$ cat config.mk
export PLATFORM = sky130hd
export DESIGN_NAME = watchdog_loader
export DESIGN_NICKNAME = d
export VERILOG_FILES = /design/src/rtl/watchdog_pkg.sv /design/src/rtl/phase_timer.sv /design/src/rtl/watchdog_loader.sv
export SDC_FILE = /design/constraint.sdc
export NUM_CORES = 1
export LEC_CHECK = 0
export CELL_PAD_IN_SITES_DETAIL_PLACEMENT = 1
export CELL_PAD_IN_SITES_GLOBAL_PLACEMENT = 1
export CORE_MARGIN = 3
export CORE_UTILIZATION = 39
export DETAILED_ROUTE_END_ITERATION = 10
export GPL_ROUTABILITY_DRIVEN = 0
export GPL_TIMING_DRIVEN = 0
export PLACE_DENSITY_LB_ADDON = 0.1
export SYNTH_ARGS = -nofsm -noshare
export SYNTH_HDL_FRONTEND = slang
export SYNTH_SLANG_ARGS = --single-unit
$ cat constraint.sdc
create_clock -name clk -period 2.38 [get_ports clk]
set_clock_uncertainty 0.1 [all_clocks]
set_input_delay 0.357 -clock clk [delete_from_list [all_inputs] [get_ports clk]]
set_output_delay 0.357 -clock clk [all_outputs]
set_load 0.02 [all_outputs]
$ cat src/rtl/watchdog_pkg.sv
// Shared definitions for the watchdog serial loader and its receiver:
// default geometry and the transfer state encoding.
package watchdog_pkg;
    localparam int WD_WIDTH = 32;
    localparam int WD_PHASE = 2;

    typedef enum logic [2:0] {
        IDLE  = 3'd0,
        SETUP = 3'd1,
        LOW   = 3'd2,
        DRIVE = 3'd3,
        HIGH  = 3'd4,
        HOLD  = 3'd5,
        GAP   = 3'd6
    } wd_state_e;
endpackage

$ cat src/rtl/phase_timer.sv
// PHASE-cycle down-counter: load starts a phase, expire marks its last cycle.
module phase_timer
    import watchdog_pkg::*;
#(
    parameter int PHASE = WD_PHASE
) (
    input  logic clk,
    input  logic rst,
    input  logic load,
    output logic expire
);
    localparam int CW = (PHASE > 1) ? $clog2(PHASE) : 1;

    logic [CW-1:0] count_q;
    logic [CW-1:0] count_d;

    always_comb begin
        count_d = count_q;
        if (load) begin
            count_d = CW'(PHASE - 1);
        end else if (count_q != '0) begin
            count_d = count_q - 1'b1;
        end
    end

    always_ff @(posedge clk) begin
        if (rst) begin
            count_q <= '0;
        end else begin
            count_q <= count_d;
        end
    end

    assign expire = (count_q == '0);
endmodule

$ cat src/rtl/watchdog_loader.sv
// Serialises a timeout word MSB first to the watchdog over sel/sclk/sdo,
// each protocol phase lasting PHASE clock cycles.
module watchdog_loader
    import watchdog_pkg::*;
#(
    parameter int PHASE = WD_PHASE,
    parameter int WIDTH = WD_WIDTH
) (
    input  logic             clk,
    input  logic             rst,
    input  logic [WIDTH-1:0] data,
    input  logic             valid,
    output logic             ready,
    output logic             sclk,
    output logic             sel,
    output logic             sdo,
    output logic             done
);
    localparam int IW = (WIDTH > 1) ? $clog2(WIDTH) : 1;

    wd_state_e        state_q, state_d;
    logic [WIDTH-1:0] shift_q, shift_d;
    logic [IW-1:0]    idx_q, idx_d;
    logic             sel_q, sel_d;
    logic             sclk_q, sclk_d;
    logic             sdo_q, sdo_d;
    logic             done_q, done_d;
    logic             ready_q, ready_d;
    logic             accept;
    logic             load;
    logic             expire;

    phase_timer #(.PHASE(PHASE)) u_timer (
        .clk    (clk),
        .rst    (rst),
        .load   (load),
        .expire (expire)
    );

    always_comb begin
        state_d = state_q;
        shift_d = shift_q;
        idx_d   = idx_q;
        accept  = valid && ready_q;
        case (state_q)
            IDLE: begin
                if (accept) begin
                    state_d = SETUP;
                    shift_d = data;
                    idx_d   = IW'(WIDTH - 1);
                end
            end
            SETUP: if (expire) state_d = LOW;
            LOW:   if (expire) state_d = DRIVE;
            DRIVE: if (expire) state_d = HIGH;
            HIGH: begin
                if (expire) begin
                    shift_d = shift_q << 1;
                    if (idx_q != '0) begin
                        idx_d   = idx_q - 1'b1;
                        state_d = LOW;
                    end else begin
                        state_d = HOLD;
                    end
                end
            end
            HOLD:    if (expire) state_d = GAP;
            GAP:     if (expire) state_d = IDLE;
            default: state_d = IDLE;
        endcase

        // Every state transition into a timed state restarts the phase.
        load = (state_d != state_q) && (state_d != IDLE);

        // Outputs are decoded from the next state so the registers line up
        // with the state they describe.
        sel_d   = (state_d == SETUP) || (state_d == LOW) || (state_d == DRIVE) ||
                  (state_d == HIGH)  || (state_d == HOLD);
        sclk_d  = !((state_d == LOW) || (state_d == DRIVE));
        sdo_d   = (state_d == DRIVE) ? shift_q[WIDTH-1] : sdo_q;
        done_d  = (state_d == GAP) && (state_q != GAP);
        ready_d = (state_d == IDLE);
    end

    always_ff @(posedge clk) begin
        if (rst) begin
            state_q <= IDLE;
            shift_q <= '0;
            idx_q   <= '0;
            sel_q   <= 1'b0;
            sclk_q  <= 1'b1;
            sdo_q   <= 1'b0;
            done_q  <= 1'b0;
            ready_q <= 1'b0;
        end else begin
            state_q <= state_d;
            shift_q <= shift_d;
            idx_q   <= idx_d;
            sel_q   <= sel_d;
            sclk_q  <= sclk_d;
            sdo_q   <= sdo_d;
            done_q  <= done_d;
            ready_q <= ready_d;
        end
    end

    assign ready = ready_q;
    assign sclk  = sclk_q;
    assign sel   = sel_q;
    assign sdo   = sdo_q;
    assign done  = done_q;
endmodule

==> metrics.cfg <==
[logic_synthesis]
seq_area_frac_synth=0.428
yosysTopAreaCellShare=0.428
dominantRegCellSynth=dfxtp_1
yosysMostFrequentCell=dfxtp_1
syn_area_per_cell_um2=9.60
netlist_instances=224
synth_top_area_cell=dfxtp_1
yosys_warnings=0
synth_common_cells=dfxtp_1, nor2_1, a211oi_1, mux2i_1, clkbuf_1
synth.distinct_cells=38
synth_nets=261
synth_edf_count=0
async_flop_share=0
synth_area_um2=2150
ys_ff_latch=46
synth.area.top_cells=dfxtp_1, mux2i_1, a211oi_1, nor2_1, buf_6

[finish]
finalInstanceArea_um2=2730
final_cells=340
final_core_util=0.524
drive_above_1_share=0.0963
fillCellCount=611
area_delta_synth_final_pct=26.7
fin_nets=306
num_antenna_cells=0

[sta]
fmax_mhz=518
finalSetupTns_ns=0
slew_viol_final=0
slew_headroom=0.666
period_minus_slack_ns=1.93
final-setup-viol-count=0
timing.final.crit_share=0.812
tightest_slew_ns=0.502
hold_viol_final=0
grt_setup_unrepaired=no

[clock_tree]
cts-resized-gates=0
cts_tree=built
cts_hold_buf=0
worstSkewPairLatency_ns=0.29
cts_setup_buffers=0
numCtsBuffers=5
cts_buffer_depth=2
cts-htree-levels=2
cts.sink_count=46
clkTransAtPathRegs_ns=0.08
cts_root_buffer=clkbuf_8

[pwr]
swShare=0.312
vdd_drop_max_v=0.000394
powerDensity_nw_per_um2=820
power.leakage_nw=0.900
p_sw_w=0.000697
internal_power_w=0.00154
clockPowerShare=0.258
seqPwrFrac=0.450
p_comb_frac=0.293

[global_route]
antenna_found_initial=0
grt_max_degree=14
grt_overflow_total=0
grtUsageTotal=0.167
grt_first_pass_wirelength_mm=8.49
grt_pass1_vias=1760

[drt]
wl_mm=5.07
first_pass_iters=3
drc=0
via_count=1787
antenna_left=0
wl_per_cell_um=14.9
vias_per_cell=5.26
drt-initial-drc-count=41

[die]
die_x_um=80.3
die_h_um=80.3
start_util=0.413
design.die.area_um2=6440
io_pins=40
rows=26
core_um2=5200

[worst_setup_path]
critPathLaunchType=flop
slowest_delay_ns=0.50
crit_required_ns=2.44
rrSetupSlack_ns=0.45
criticalPathCategory=reg2reg
worstSetupEndpointType=flop
crit_arrival_ns=1.99
worst-path-max-fanout=8
crit_chain=inv_1 > ha_1 > or4b_4 > and2_4 > buf_6 > a211oi_1 > a311oi_1
critPathSlowestCell=or4b_4

[place]
post_dp_cell_area_um2=2620
dpl.hpwl_mm=3.67
port_buffers=38
place_inst=332

[run]
max_cap_viol_count=0

[min_path]
hp-class=reg2reg

[run_status]
status=complete, no violations

[path summary, 6_finish.rpt]
check,from,endpoint,depth (start not counted)
max,idx_q[0],idx_q[2],7
max reg2reg,idx_q[0],idx_q[2],7
min,shift_q[16],shift_q[16],2
min reg2reg,shift_q[16],shift_q[16],2
[cell type report]
type	count	area, um^2	share of cell area
inverters	2	7.51	0.00275
plain buffers	21	130	0.0478
well taps	70	87.6	0.0321
repair buffers	38	380	0.140
multi-input cells	155	1090	0.401
flip-flops and latches	46	921	0.338
clock buffers	7	76.3	0.0280
clock inverters	1	30.0	0.0110
[routing by layer]
layer | up-vias | track usage | routed length (um)
li1 | 899 | - | -
met1 | 855 | 0.220 | 2480
met2 | 27 | 0.277 | 2380
met3 | 6 | 0.0370 | 151
met4 | 0 | 0.0405 | 54
met5 | - | 0 | 0
[kinds of logic (layout without fill, tap and decap cells)]
kind of cell / Yosys count / in the layout / synth area share
simple gates: 65 / 65 / 0.161
compound gates: 55 / 55 / 0.182
flops: 46 / 46 / 0.428
mux: 32 / 32 / 0.149
buf+inv: 23 / 69 / 0.0640
fa+ha+maj: 2 / 2 / 0.0116
xor+xnor: 1 / 1 / 0.00407
[power groups by stage]
stage	logic [W]	clock network, W	registers, W
after floorplan	0.000451	0	0.00101
after detailed placement	0.000660	0	0.00102
after CTS	0.000662	0.000600	0.00101
after global placement	0.000639	0	0.00102
final	0.000654	0.000576	0.00100
after global routing	0.000737	0.000621	0.00103
[cell usage in the layout (no fill, tap or decap), types with 6 or more instances in the layout]
master            n
a21oi_1           6
clkbuf_1          9
dfxtp_1          46
a211oi_1         35
clkdlybuf4s50_1  38
nor2_1           36
mux2i_1          32
[registers in the layout (all words and copies together) (netlist names)]
| name | count |
|---|---|
| idx_q | 5 |
| sclk | 1 |
| state_q | 3 |
| sdo | 1 |
| shift_q | 32 |
| done | 1 |
| ready | 1 |
| sel | 1 |
| u_timer.count_q | 1 |
[critical path, delay by kind of cell, from the launching register on]
kind                       cells  cell delay [ns]
and+or+nand+nor                2             0.69
buffers and inverters          2             0.20
DFF                            1             0.34
adders and majority gates      1             0.14
AOI/OAI and AO/OA              2             0.32
[per-stage QoR]
stage	setup slack (ns)	power (W)	hold slack, ns
4_1_cts	0.439	0.00227	0.406
3_5_place_dp	0.452	0.00168	0.395
2_1_floorplan	0.600	0.00147	0.360
5_1_grt	0.357	0.00238	0.421
3_3_place_gp	0.512	0.00166	0.383
6_report	0.448	0.00224	0.405
No activity file was read; power rests on OpenSTA's default activity.
